===== src/rtl/fb_frame_writer.sv =====
// fb_frame_writer: write side of a double-buffered 1bpp COLSxROWS framebuffer.
//
// Packs a valid/ready byte stream (framed by s_sof) into the back bank of a
// dual-port frame RAM. Once a full frame has been written, the bank swap is
// held off until the scan side reports end of frame. This keeps the display
// from ever showing a half-written frame.
//
// Ports:
//   clk, rst          clock, synchronous active-high reset
//   s_data/s_sof      pixel byte (bit 7 = leftmost pixel), start-of-frame flag
//   s_valid/s_ready   input handshake
//   frame_end         one-cycle pulse from the scan side at frame wrap
//   wr_en/addr/data   registered RAM write port, addr = {bank, row, byte_idx}
//   disp_bank         bank the read side displays
//   swap_pulse        one-cycle pulse when disp_bank toggles
//   sof_err           sticky flag: s_sof seen mid-frame (cleared by rst only)
//
// Build option: define FB_BITREV_EN to bit-reverse each byte on its way to the
// RAM, for panels and RAMs wired with bit 0 as the leftmost pixel.
module fb_frame_writer #(
  parameter  int COLS = 64,
  parameter  int ROWS = 64,
  localparam int BPR  = COLS / 8,
  localparam int AW   = 1 + $clog2(ROWS) + $clog2(BPR)
) (
  input  logic          clk,
  input  logic          rst,
  input  logic [7:0]    s_data,
  input  logic          s_sof,
  input  logic          s_valid,
  output logic          s_ready,
  input  logic          frame_end,
  output logic          wr_en,
  output logic [AW-1:0] wr_addr,
  output logic [7:0]    wr_data,
  output logic          disp_bank,
  output logic          swap_pulse,
  output logic          sof_err
);
  localparam int CW = AW - 1;
  localparam logic [CW-1:0] LAST = CW'(ROWS * BPR - 1);

  typedef enum logic [1:0] {S_IDLE, S_RECV, S_WAIT} state_t;

  state_t          r_state, w_next;
  logic [CW-1:0]   r_cnt;
  logic            r_ready, r_wr_en, r_bank, r_swap, r_sof_err;
  logic [AW-1:0]   r_wr_addr;
  logic [7:0]      r_wr_data, w_wdata;
  logic            w_acc, w_wr, w_swap, w_ready_nxt;
  logic [CW-1:0]   w_wcnt;

  assign w_acc  = s_valid & r_ready;
  // r_ready is low in S_WAIT, so any accepted byte is written unless it is
  // a non-sof byte arriving while idle.
  assign w_wr   = w_acc & ((r_state == S_RECV) | s_sof);
  assign w_swap = (r_state == S_WAIT) & frame_end;
  // A sof byte always resyncs to offset 0.
  assign w_wcnt = s_sof ? '0 : r_cnt;

  always_comb begin
    w_wdata = s_data;
`ifdef FB_BITREV_EN
    for (int i = 0; i < 8; i++) w_wdata[i] = s_data[7-i];
`else
`endif
  end

  always_comb begin
    w_next = r_state;
    case (r_state)
      S_IDLE: if (w_acc && s_sof) w_next = S_RECV;
      S_RECV: if (w_acc && !s_sof && r_cnt == LAST) w_next = S_WAIT;
      S_WAIT: if (frame_end) w_next = S_IDLE;
      default: w_next = S_IDLE;
    endcase
    // Ready is registered from the next state. It is also held low for the
    // swap cycle itself, so the first post-swap byte lands a cycle later.
    w_ready_nxt = (w_next != S_WAIT) && !w_swap;
  end

  always_ff @(posedge clk) begin
    if (rst) r_state <= S_IDLE;
    else     r_state <= w_next;
  end

  always_ff @(posedge clk) begin
    if (rst) begin
      r_cnt     <= '0;
      r_ready   <= 1'b0;
      r_wr_en   <= 1'b0;
      r_wr_addr <= '0;
      r_wr_data <= '0;
      r_bank    <= 1'b0;
      r_swap    <= 1'b0;
      r_sof_err <= 1'b0;
    end else begin
      r_ready <= w_ready_nxt;
      r_wr_en <= w_wr;
      r_swap  <= w_swap;
      if (w_swap) r_bank <= ~r_bank;
      if (w_wr) begin
        r_wr_addr <= {~r_bank, w_wcnt};
        r_wr_data <= w_wdata;
        if (s_sof)              r_cnt <= CW'(1);
        else if (r_cnt == LAST) r_cnt <= '0;
        else                    r_cnt <= r_cnt + CW'(1);
        if (s_sof && r_state == S_RECV) r_sof_err <= 1'b1;
      end
    end
  end

  assign s_ready    = r_ready;
  assign wr_en      = r_wr_en;
  assign wr_addr    = r_wr_addr;
  assign wr_data    = r_wr_data;
  assign disp_bank  = r_bank;
  assign swap_pulse = r_swap;
  assign sof_err    = r_sof_err;
endmodule

===== config.mk =====
export PLATFORM = sky130hd
export DESIGN_NAME = fb_frame_writer
export DESIGN_NICKNAME = d
export VERILOG_FILES = /design/src/rtl/fb_frame_writer.sv
export SDC_FILE = /design/constraint.sdc
export NUM_CORES = 1
export LEC_CHECK = 0
export CORE_MARGIN = 2
export CORE_UTILIZATION = 40
export CTS_CLUSTER_DIAMETER = 120
export DETAILED_ROUTE_END_ITERATION = 8
export GPL_TIMING_DRIVEN = 0
export PLACE_DENSITY = 0.63
export SLEW_MARGIN = 0
export SYNTH_ARGS = -nofsm -noshare
export SYNTH_HDL_FRONTEND = slang
export SYNTH_SLANG_ARGS = --single-unit

===== constraint.sdc =====
create_clock -name clk -period 4.6 [get_ports clk]
set_input_delay 0.92 -clock clk [delete_from_list [all_inputs] [get_ports clk]]
set_output_delay 0.92 -clock clk [all_outputs]
set_load 0.02 [all_outputs]

Yosys cells after proc, flatten, opt, wreduce, memory -nomap -nowiden --
Cells that the tools add are included.
Operators by class: equal/unequal tests 4, add/sub/neg operators 1, muxes and demuxes 7, reductions and logical operators 9, bitwise gates (word level) 5
Operators with widths (count):
- two-way mux 9 bit | 3
- adder 9 x 1 -> 9 bit (second input constant) | 1
- == test 9 bit (second input constant) | 1
- two-way mux 2 bit | 3
- case mux 2 bit (3 select lines) | 1
- logical AND 1 bit | 5
- AND 1 bit | 3
- == test 2 x 1 -> 1 bit (second input constant) | 1
- == test 2 bit (second input constant) | 1
- zero test 1 bit | 2
- zero test 2 bit | 1
- inequality test 2 bit (second input constant) | 1
- AND reduction 2 bit | 1
- inverter 1 bit | 1
- OR 1 bit | 1
Word-level totals: output and inout bits 23, bits in registers 34, logic and storage cells 35

Logic depth before layout (Yosys ltp) --
depth in word-level cells 7, gate-level depth with buffers 9, gate-level depth less buffers 9

Worst setup path after synthesis --
Ideal clock, no wire load.
path kind reg2reg, start point register r_cnt[0], end point register r_cnt[6], clock period less this slack 2.152 ns, stages on the path, launching flop included 10, buffers on the path 0, data arrival time 2.082 ns, required time 4.530 ns, path slack 2.448 ns, cell sequence dfxtp_1 > ha_1 > and3_4 > and3_1 > and3_2 > ha_1 > nor2_2 > nand3_4 > or3b_1 > a21oi_1
On the way: longest elaborated chain between the ends 3
RTL lines:
- start: declaration | line 46 | logic [CW-1:0] r_cnt;
- start signal: assignment | line 107 | else r_cnt <= r_cnt + CW'(1);
- adder 9 x 1 -> 9 bit / == test 9 bit (equally long branches) | line 107, 106
- two-way mux 9 bit * | line 106 | else if (r_cnt == LAST) r_cnt <= '0;
- two-way mux 9 bit * | line 105 | if (s_sof) r_cnt <= CW'(1);
Every way passes the cells marked *; elsewhere a longest branch is shown, timed or not. A chain may end at the register's enable or synchronous reset.

Final worst setup path --
Same ends and word-level chain as after synthesis.

==> flow_metrics.env <==
export IMPL_max_cap_viol_count=0
export IMPL_finalCritPeriodShare_pct=52.5
export IMPL_pwr_share_clk_pct=32.3
export IMPL_die_h_um=63.3
export IMPL_leakagePower_nw=0.661
export IMPL_h_tree_depth=2
export IMPL_cts_hold_buffers=0
export IMPL_gp_congestion=0.822
export IMPL_cts_root_buf="clkbuf_4"
export IMPL_seq_power_share_pct=57.7
export IMPL_portBuffers=33
export IMPL_grt_overflow_total=0
export IMPL_dieArea_um2=4010
export IMPL_critPathMaxFanout=6
export IMPL_hold_viol=0
export IMPL_slew_headroom_pct=66.5
export IMPL_hpwl_mm=2.32
export IMPL_cts_reportedPaths_clkPinSlew_ns=0.10
export IMPL_yosysSeqAreaShare_pct=48.4
export IMPL_worstHoldPathType="reg -> reg"
export IMPL_fin_nets=214
export IMPL_clkLatencyLatePin_ns=0.33
export IMPL_reg2regPathDepth=9
export IMPL_wl_mm=3.09
export IMPL_hold_path_end="wr_data[2]"
export IMPL_ir_drop_uv=177
export IMPL_grt_busiest_layer="met2"
export IMPL_power_density_nw_per_um2=282
export IMPL_clock_path_buffers=2
export IMPL_power_share_switching_pct=24.0
export IMPL_power_internal_mw=0.398
export IMPL_netlist_instances=159
export IMPL_p_comb_share_pct=10.0
export IMPL_ant_nets=0
export IMPL_n_fill_cell=337
export IMPL_tns_ns=0
export IMPL_setup_viol=0
export IMPL_syn_area_per_cell_um2=8.85
export IMPL_start_util_pct=41.9
export IMPL_die_x_um=63.3
export IMPL_power_net_switching_mw=0.126
export IMPL_critPathKind="reg -> reg"
export IMPL_firstDrtPassIters=4
export IMPL_num_io_pins=36
export IMPL_synthDominantCellAreaShare_pct=48.4
export IMPL_syn_cell_area_um2=1410
export IMPL_post_route_util_pct=55.2
export IMPL_wire_per_inst_um=12.6
export IMPL_worstMarginPinSlew_ns=0.502
export IMPL_num_vias=1247
export IMPL_ys_types=40
export IMPL_rows=21
export IMPL_grt_pass1_wl_mm=5.33
export IMPL_ys_warn_count=0
export IMPL_coreArea_um2=3360
export IMPL_cts_buffers_inserted=5
export IMPL_status="completed"
export IMPL_grt_max_degree=11
export IMPL_synth_seq_cells=34
export IMPL_arrival_ns=2.69
export IMPL_vias_per_cell=5.07
export IMPL_drcViolationCount=0
export IMPL_skew_ns=0.00761
export IMPL_track_usage_pct=16.8
export IMPL_cts_setup_buffers=0
export IMPL_start_kind="flip-flop"
export IMPL_worstPathRequired_ns=4.87
export IMPL_grt_use_met3_pct=5.00
export IMPL_timing_rr_end="r_cnt[6]"
export IMPL_regToRegSetupSlack_ns=2.18
export IMPL_gr_usage_met2_pct=28.0
export IMPL_use_met1_pct=19.8
export IMPL_drv_slew=0
export IMPL_drtIter0Drc=69
export IMPL_syn_num_nets=174
export IMPL_synth_area_leader_cell="dfxtp_1"
export IMPL_timing_final_crit_period_ns=2.42
export IMPL_area_growth_syn_to_layout_pct=31.8
export IMPL_drive_gt1_share_pct=11.5
export IMPL_ys_top_cells_by_area="dfxtp_1 48%, a22oi_1 6.4%, nand2_1 6.1%"
export IMPL_min_from="wr_data[2]"
export IMPL_rsz0062_at_grt="no"
export IMPL_antenna_found_initial=0
export IMPL_diodes=0
export IMPL_whs_path_depth=2
export IMPL_cts_tree="done"
export IMPL_timing_fmax_mhz=414
export IMPL_regToRegStartpoint="r_cnt[0]"
export IMPL_grt_pass1_vias=1184
export IMPL_end_kind="flip-flop"
export IMPL_cts_resized=0
export IMPL_cts_sinks=34
power groups by stage:
| stage | Combinational (mW) | Sequential [mW] | Clock [mW] |
|---|---|---|---|
| floorplan | 0.0253 | 0.314 | 0 |
| global placement | 0.0523 | 0.309 | 0 |
| detailed placement | 0.0528 | 0.309 | 0 |
| CTS | 0.0529 | 0.302 | 0.175 |
| global route | 0.0574 | 0.303 | 0.188 |
| finish | 0.0524 | 0.302 | 0.169 |
routing by layer:
layer	up-vias	wire, µm
met3	10	140
li1	639	-
met5	-	0
met2	29	1430
met4	0	64
met1	569	1460
kinds of logic after synthesis:
| group | synth area share (%) |
|---|---|
| buf+inv | 5.78 |
| compound gates | 18.8 |
| fa+ha+maj | 1.78 |
| simple gates | 24.7 |
| flops | 48.4 |
| xor+xnor | 0.622 |
state kept, by name (all words and copies together), names as in the netlist:
register    count
wr_addr        10
r_cnt           9
wr_data         8
r_state         2
disp_bank       1
s_ready         1
sof_err         1
swap_pulse      1
wr_en           1
metrics by stage:
stage          setup WS [ns]  cells  area (µm²)  hold WS, ns  power [mW]
6_report                2.18    246        1860        0.464       0.524
5_1_grt                 2.02    246        1860        0.491       0.549
4_1_cts                 2.17    246        1860        0.461       0.531
3_5_place_dp            2.17    238        1800        0.450       0.362
3_3_place_gp            2.18    238        1800        0.437       0.361
2_1_floorplan           2.45    159        1410        0.422       0.339
Yosys cell counts, drive strengths merged:
cell type / count
a211oi: 3
a21oi: 13
a22oi: 12
a31o: 1
a31oi: 2
and2: 2
and2b: 1
and3: 4
and4: 1
buf: 7
clkbuf: 4
dfxtp: 34
ha: 2
inv: 2
nand2: 23
nand2b: 2
nand3: 3
nand4: 2
nor2: 21
nor2b: 1
nor3: 3
nor4: 1
nor4b: 1
o211ai: 1
o21a: 1
o21ai: 6
o221ai: 1
or2: 1
or3: 2
or3b: 1
xor2: 1
cell type report:
cell class	instances	area (µm²)	area share, %
multi-input cells	112	646	34.8
repair buffers	33	330	17.8
clock buffers	7	55.1	2.97
well taps	46	57.6	3.10
plain buffers	11	73.8	3.98
flip-flops and latches	34	681	36.7
inverters	2	7.51	0.405
clock inverters	1	5.00	0.270
worst max path at each step:
stage / from / end / slack, ns / cells past startpoint
global route: r_cnt[0] / r_cnt[6] / 2.02 / 9
CTS: r_cnt[0] / r_cnt[6] / 2.17 / 9
finish: r_cnt[0] / r_cnt[6] / 2.18 / 9
floorplan: r_cnt[0] / r_cnt[6] / 2.45 / 9
detailed placement: s_valid / wr_data[1] / 2.17 / 7
global placement: s_valid / r_cnt[7] / 2.18 / 6
layout by cell type (no fill, tap or decap), types with 3 or more instances in the layout:
| cell type | Yosys | routed |
|---|---|---|
| nor3_1 | 3 | 3 |
| nor2_1 | 20 | 20 |
| clkdlybuf4s50_1 | 0 | 33 |
| clkbuf_1 | 2 | 3 |
| buf_2 | 5 | 5 |
| a211oi_1 | 3 | 3 |
| dfxtp_1 | 34 | 34 |
| a22oi_1 | 12 | 12 |
| nand2_1 | 23 | 23 |
| clkbuf_4 | 0 | 5 |
| o21ai_0 | 4 | 4 |
| a21oi_1 | 13 | 13 |
worst max-delay path, stage by stage, from the launching register on:
cell and delay, ns:
dfxtp_1 0.37, ha_1 0.25, and3_4 0.20, and3_1 0.19, and3_2 0.21, ha_1 0.27
nor2_2 0.22, nand3_4 0.12, or3b_1 0.39, a21oi_1 0.14
Power figures use the tool's default switching activity.
